$ cat config.mk
export PLATFORM = sky130hd
export DESIGN_NAME = edge_pattern_gen
export DESIGN_NICKNAME = d
export VERILOG_FILES = /design/src/rtl/uart_counter_pkg.sv /design/src/rtl/edge_phase_acc.sv /design/src/rtl/edge_pattern_gen.sv
export SDC_FILE = /design/constraint.sdc
export NUM_CORES = 1
export LEC_CHECK = 0
export BUFFER_PORTS_ARGS = -buffer_cell sky130_fd_sc_hd__buf_2
export CAP_MARGIN = 25
export CELL_PAD_IN_SITES_DETAIL_PLACEMENT = 1
export CELL_PAD_IN_SITES_GLOBAL_PLACEMENT = 1
export CORE_MARGIN = 8
export CORE_UTILIZATION = 47
export CTS_CLUSTER_SIZE = 8
export DETAILED_ROUTE_END_ITERATION = 8
export GPL_TIMING_DRIVEN = 0
export HOLD_SLACK_MARGIN = 0.06
export PLACE_DENSITY_LB_ADDON = 0.2
export SLEW_MARGIN = 5
export SYNTH_ARGS = -nofsm -noshare
export SYNTH_HDL_FRONTEND = slang
export SYNTH_SLANG_ARGS = --single-unit
export TNS_END_PERCENT = 1
$ cat constraint.sdc
create_clock -name clk_in -period 5.1 [get_ports clk_in]
set_input_delay 0.51 -clock clk_in [delete_from_list [all_inputs] [get_ports clk_in]]
set_output_delay 0.51 -clock clk_in [all_outputs]
set_load 0.03 [all_outputs]
$ cat src/rtl/uart_counter_pkg.sv
// Definitions shared by the window edge counter and its stimulus twin, edge_pattern_gen:
// state encoding, count saturation and the default window length.
package uart_counter_pkg;

    typedef enum logic [1:0] {
        ST_WAIT  = 2'd0,
        ST_LATCH = 2'd1,
        ST_RUN   = 2'd2,
        ST_DONE  = 2'd3
    } state_e;

    localparam logic [7:0]  MAX_COUNT             = 8'd250;
    localparam int unsigned DEFAULT_WINDOW_CYCLES = 12_500_000;
    localparam int unsigned DEFAULT_ACC_W         = 24;

    function automatic logic [7:0] clamp_count(input logic [7:0] value);
        return (value > MAX_COUNT) ? MAX_COUNT : value;
    endfunction

endpackage

$ cat src/rtl/edge_phase_acc.sv
// Phase accumulator. Adds `step` on each enabled cycle. Whenever the sum reaches the
// window length, it wraps by that length and raises `tick` for one cycle.
module edge_phase_acc
    import uart_counter_pkg::*;
#(
    parameter int unsigned WINDOW_CYCLES = DEFAULT_WINDOW_CYCLES,
    parameter int unsigned ACC_W         = DEFAULT_ACC_W
) (
    input  logic       clk_in,
    input  logic       reset,
    input  logic       clear,
    input  logic       enable,
    input  logic [7:0] step,
    output logic       tick
);

    localparam logic [ACC_W-1:0] WINDOW = ACC_W'(WINDOW_CYCLES);

    logic [ACC_W-1:0] acc_q;
    logic [ACC_W-1:0] acc_d;
    logic [ACC_W-1:0] sum;

    // NOTE: combinational logic uses blocking '=' with a default for every output first, so no latch is inferred.
    always_comb begin
        sum   = acc_q + ACC_W'(step);
        tick  = enable && (sum >= WINDOW);
        acc_d = acc_q;
        if (clear) begin
            acc_d = '0;
        end else if (enable) begin
            acc_d = tick ? (sum - WINDOW) : sum;
        end
    end

    // NOTE: state registers use non-blocking '<=' so every flop samples pre-edge values.
    always_ff @(posedge clk_in or negedge reset) begin
        if (!reset) begin
            acc_q <= '0;
        end else begin
            acc_q <= acc_d;
        end
    end

endmodule

$ cat src/rtl/edge_pattern_gen.sv
// Programmable toggle source. In each low phase of tim025 it emits the latched
// count (clamped to 250) of evenly spaced toggles on sig_out.
module edge_pattern_gen
    import uart_counter_pkg::*;
#(
    parameter int unsigned WINDOW_CYCLES = DEFAULT_WINDOW_CYCLES,
    parameter int unsigned ACC_W         = DEFAULT_ACC_W
) (
    input  logic       clk_in,
    input  logic       reset,
    input  logic       tim025,
    input  logic [7:0] data_in,
    input  logic       load,
    output logic       sig_out,
    output logic       busy,
    output logic [7:0] emitted,
    output logic       window_done,
    output logic       underrun
);

    state_e     state_q;
    logic [7:0] pending_q;
    logic [7:0] active_q;
    logic [7:0] emitted_q;
    logic       sig_q;
    logic       busy_q;
    logic       done_q;
    logic       under_q;

    logic [7:0] load_value;
    logic [7:0] active_d;
    logic [7:0] emitted_d;
    logic       acc_clear;
    logic       acc_enable;
    logic       tick;

    assign load_value = clamp_count(data_in);
    assign active_d   = load ? load_value : pending_q;
    assign emitted_d  = emitted_q + 8'd1;
    assign acc_clear  = (state_q == ST_WAIT) || (state_q == ST_LATCH);
    // The boundary outranks a coincident overflow, so the accumulator is gated by tim025.
    assign acc_enable = (state_q == ST_RUN) && !tim025;

    edge_phase_acc #(
        .WINDOW_CYCLES (WINDOW_CYCLES),
        .ACC_W         (ACC_W)
    ) u_acc (
        .clk_in (clk_in),
        .reset  (reset),
        .clear  (acc_clear),
        .enable (acc_enable),
        .step   (active_q),
        .tick   (tick)
    );

    always_ff @(posedge clk_in or negedge reset) begin
        if (!reset) begin
            pending_q <= '0;
        end else if (load) begin
            pending_q <= load_value;
        end
    end

    always_ff @(posedge clk_in or negedge reset) begin
        if (!reset) begin
            state_q   <= ST_WAIT;
            active_q  <= '0;
            emitted_q <= '0;
            sig_q     <= 1'b0;
            busy_q    <= 1'b0;
            done_q    <= 1'b0;
            under_q   <= 1'b0;
        end else begin
            done_q  <= 1'b0;
            under_q <= 1'b0;
            case (state_q)
                ST_WAIT: begin
                    active_q  <= active_d;
                    emitted_q <= '0;
                    if (tim025) state_q <= ST_LATCH;
                end
                ST_LATCH: begin
                    active_q  <= active_d;
                    emitted_q <= '0;
                    if (!tim025) begin
                        if (active_d != '0) begin
                            state_q <= ST_RUN;
                            busy_q  <= 1'b1;
                        end else begin
                            state_q <= ST_DONE;
                        end
                    end
                end
                ST_RUN: begin
                    if (tim025) begin
                        state_q <= ST_LATCH;
                        busy_q  <= 1'b0;
                        done_q  <= 1'b1;
                        under_q <= (emitted_q < active_q);
                    end else if (tick) begin
                        sig_q     <= ~sig_q;
                        emitted_q <= emitted_d;
                        if (emitted_d == active_q) begin
                            state_q <= ST_DONE;
                            busy_q  <= 1'b0;
                        end
                    end
                end
                ST_DONE: begin
                    if (tim025) begin
                        state_q <= ST_LATCH;
                        done_q  <= 1'b1;
                        under_q <= (emitted_q < active_q);
                    end
                end
                default: state_q <= ST_WAIT;
            endcase
        end
    end

    assign sig_out     = sig_q;
    assign busy        = busy_q;
    assign emitted     = emitted_q;
    assign window_done = done_q;
    assign underrun    = under_q;

endmodule

==> flow_summary.toml <==
[layout]
finalInstanceArea_um2 = 4600
final.fill_count = 1078
finish.net_count = 573
area.growth.synth_to_final_pct = 8.57
stdcell_count = 647
layout_utilization_pct = 52.7
n_antenna_cell = 0
post_route_cells_drive_above_1_share_pct = 12.4

[detailed_routing]
vias_after_detailed_routing = 4121
routed_wire_length_per_instance_um = 20.4
drt_iter0_drc = 227
postRouteAntennaNets = 0
drcViolationCount = 0
detail_route.wirelength_um = 13200
first_pass_iters = 5
via_per_inst = 6.37

[global_routing]
first_global_vias = 4231
grt_antenna_before_repair = 0
wire_length_of_the_first_global_routing_pass_um = 21600
maximum_number_of_pins_on_one_net_before_global_route_repair = 38
overflow_left_after_global_routing = 0
global_route.usage.total_pct = 21.1

[yosys]
synth_area_per_cell_um2 = 8.34
ys_types = 76
cells_after_synth = 508
async_reset_ff_share_pct = 100
syn-cell-area_um2 = 4240
synth_nets = 543
primary_flip_flop_cell_chosen_by_synthesis_mapping = "sky130_fd_sc_hd__dfrtp_1"
synth-edff-count = 0
synth.area.top_cells = "sky130_fd_sc_hd__dfrtp_1, sky130_fd_sc_hd__ha_1, sky130_fd_sc_hd__nand2_1"
synth_top_area_share_pct = 31.9
ys_ff_latch = 54
synth_top_area_cell = "sky130_fd_sc_hd__dfrtp_1"
ys_seq_area_share_pct = 31.9
yosys_warnings = 0

[clock_tree]
cts_buffers = 5
hold_buffers = 0
worstSkewPairLatency_ps = 320
htreeDepth = 2
cts.repair.resized = 0
tritoncts_clock_tree = "built"
post_cts.repair.setup_buffers = 0
clk_root_buffer_cell = "sky130_fd_sc_hd__clkbuf_8"
path_clk_slew_ps = 120
clock-sinks = 54
clock_tree.buffer_depth = 2

[critical_path]
timing.setup.critical_path_class = "register to register"
timing.critical_path.required_ps = 5280
critical-path-top-delay-family = "compound AO/OA/AOI/OAI gates"
worst-endpoint-arrival_ps = 4900
worst_path_max_delay_cell = "sky130_fd_sc_hd__a21oi_1"
critPathMaxStageDelay_ps = 770
worst_setup_path_end_kind = "register"
worstSetupStartpointType = "register"
cp_cell_sequence = "ha_1 -> fa_1 -> a211oi_1 -> o21ai_2 -> xnor2_1 -> and2_1 -> a311oi_2 -> a21oi_2 -> o21ai_1 -> nand2_1 -> a21oi_1 -> o32ai_1"
critical_path.max_fanout = 8
crit_buf_inv = 0

[power]
power.ir.vdd_worst_mv = 0.233
pwr_density_cell_nw_per_um2 = 360
cellLeakagePower_uw = 0.00194
total_design_power_uw = 1650

[run_status]
run_status = "complete, no violations"

[die]
die_h_um = 111
top_level_ports = 24
core-area_um2 = 8720
chip_width_um = 111
floorplan.die_area_um2 = 12300
floorplan.initialDensity_pct = 48.6
rows = 34

[sta]
shortest_period_the_worst_path_allows_ps = 4720
rsz0062_at_grt = "false"
fin_skew_ps = 11.2
timing.final.max_slew_violations = 0
finalCritPeriodShare_pct = 92.6
tightest_pin_transition_ps = 844
max-slew-margin-rel_pct = 43.8
setup_viols_final = 0
endpoints_failing_hold = 0
max_clock_freq_ghz = 0.212
timing.setup.tns_ps = 0

[place]
place_hpwl_um = 10000
portBuffers = 22
placed_cell_area_um2 = 4500
finalWeightedCongestion = 0.845
dpl.cell_count = 639

[worst_hold_path]
hold_path.class = "input port to asynchronous set/reset pin"

[flow_run]
max_cap_viol_count = 0
==> Yosys cell counts (6+ instances only) <==
master / count
sky130_fd_sc_hd__mux2i_1: 9
sky130_fd_sc_hd__nor3_1: 18
sky130_fd_sc_hd__a21oi_1: 39
sky130_fd_sc_hd__o22ai_1: 6
sky130_fd_sc_hd__nand2_1: 55
sky130_fd_sc_hd__dfrtp_1: 54
sky130_fd_sc_hd__xnor2_1: 16
sky130_fd_sc_hd__ha_1: 22
sky130_fd_sc_hd__and3_1: 6
sky130_fd_sc_hd__a211oi_1: 6
sky130_fd_sc_hd__nand4_1: 13
sky130_fd_sc_hd__inv_1: 31
sky130_fd_sc_hd__xor2_1: 8
sky130_fd_sc_hd__nor2_1: 36
sky130_fd_sc_hd__nand3_1: 30
sky130_fd_sc_hd__a31oi_1: 8
sky130_fd_sc_hd__buf_2: 7
sky130_fd_sc_hd__or3_1: 6
sky130_fd_sc_hd__o21ai_0: 22
sky130_fd_sc_hd__clkbuf_1: 14
==> per-stage QoR <==
step           worst slack (ps)  hold slack [ps]
2_1_floorplan              1520              214
3_3_place_gp                430              454
3_5_place_dp                505              481
4_1_cts                     414              140
5_1_grt                     140              143
6_report                    376              137
==> registers in the layout (all words and copies together) (netlist names) <==
register	flops
state_q	2
busy	1
pending_q	8
active_q	8
u_acc.acc_q	24
emitted	8
window_done	1
underrun	1
sig_out	1
==> area by class of cell <==
cell class | instances | area, um2 | share of cell area (%)
Buffer | 25 | 111 | 2.42
Clock buffer | 5 | 68.8 | 1.50
Clock inverter | 3 | 28.8 | 0.626
Inverter | 31 | 116 | 2.53
Multi-Input combinational cell | 398 | 2660 | 57.8
Sequential cell | 54 | 1350 | 29.4
Tap cell | 108 | 135 | 2.94
Timing Repair Buffer | 23 | 130 | 2.83
==> cells by family (layout without fill, tap and decap cells) <==
kind of cell,after synthesis,count (layout),share of synthesized area [%]
simple gates,196,196,23.3
compound gates,142,142,24.2
buf+inv,56,87,5.38
flops,54,54,31.9
xor+xnor,25,25,5.35
fa+ha+maj,23,23,6.97
mux,12,12,2.92
==> report_power, final <==
part	internal, uW	leakage, uW	switching (uW)
Clock	103	0.0000502	171
Sequential	488	0.000704	76.0
Combinational	263	0.00118	553
Total	854	0.00194	800
==> layer usage <==
metal  GRT usage (%)  vias to the layer above  wire, um
met3            3.14                       18       681
met5               0                        -         0
met2            34.3                      114      6250
met1            28.1                     2076      6090
met4            6.22                        0       206
li1                -                     1913         -
==> placed cells by master (no fill, tap or decap), drive strengths merged, types with 13 or more instances in the layout <==
cell,count
nand3,32
o21ai,27
nand4,13
inv,32
nand2,55
nor3,20
a21oi,42
dfrtp,54
xnor2,16
clkbuf,20
ha,22
buf,33
nor2,37
==> final timing paths <==
path | slack [ps] | start | end | cells past startpoint
worst max-delay path | 380 | active_q[0]$_DFFE_PN0N_ | emitted[6]$_DFFE_PN0P_ | 12
worst min register to register | 490 | sig_out$_DFFE_PN0P_ | sig_out$_DFFE_PN0P_ | 1
min in group clk_in | 450 | data_in[0] | pending_q[0]$_DFF_PN0_ | 3
worst max register to register | 380 | active_q[0]$_DFFE_PN0N_ | emitted[6]$_DFFE_PN0P_ | 12
max in group asynchronous | 4370 | reset | u_acc.acc_q[20]$_DFFE_PN0P_ | 2
worst min-delay path | 140 | reset | emitted[4]$_DFFE_PN0P_ | 1
No activity file was read; power rests on OpenSTA's default activity.
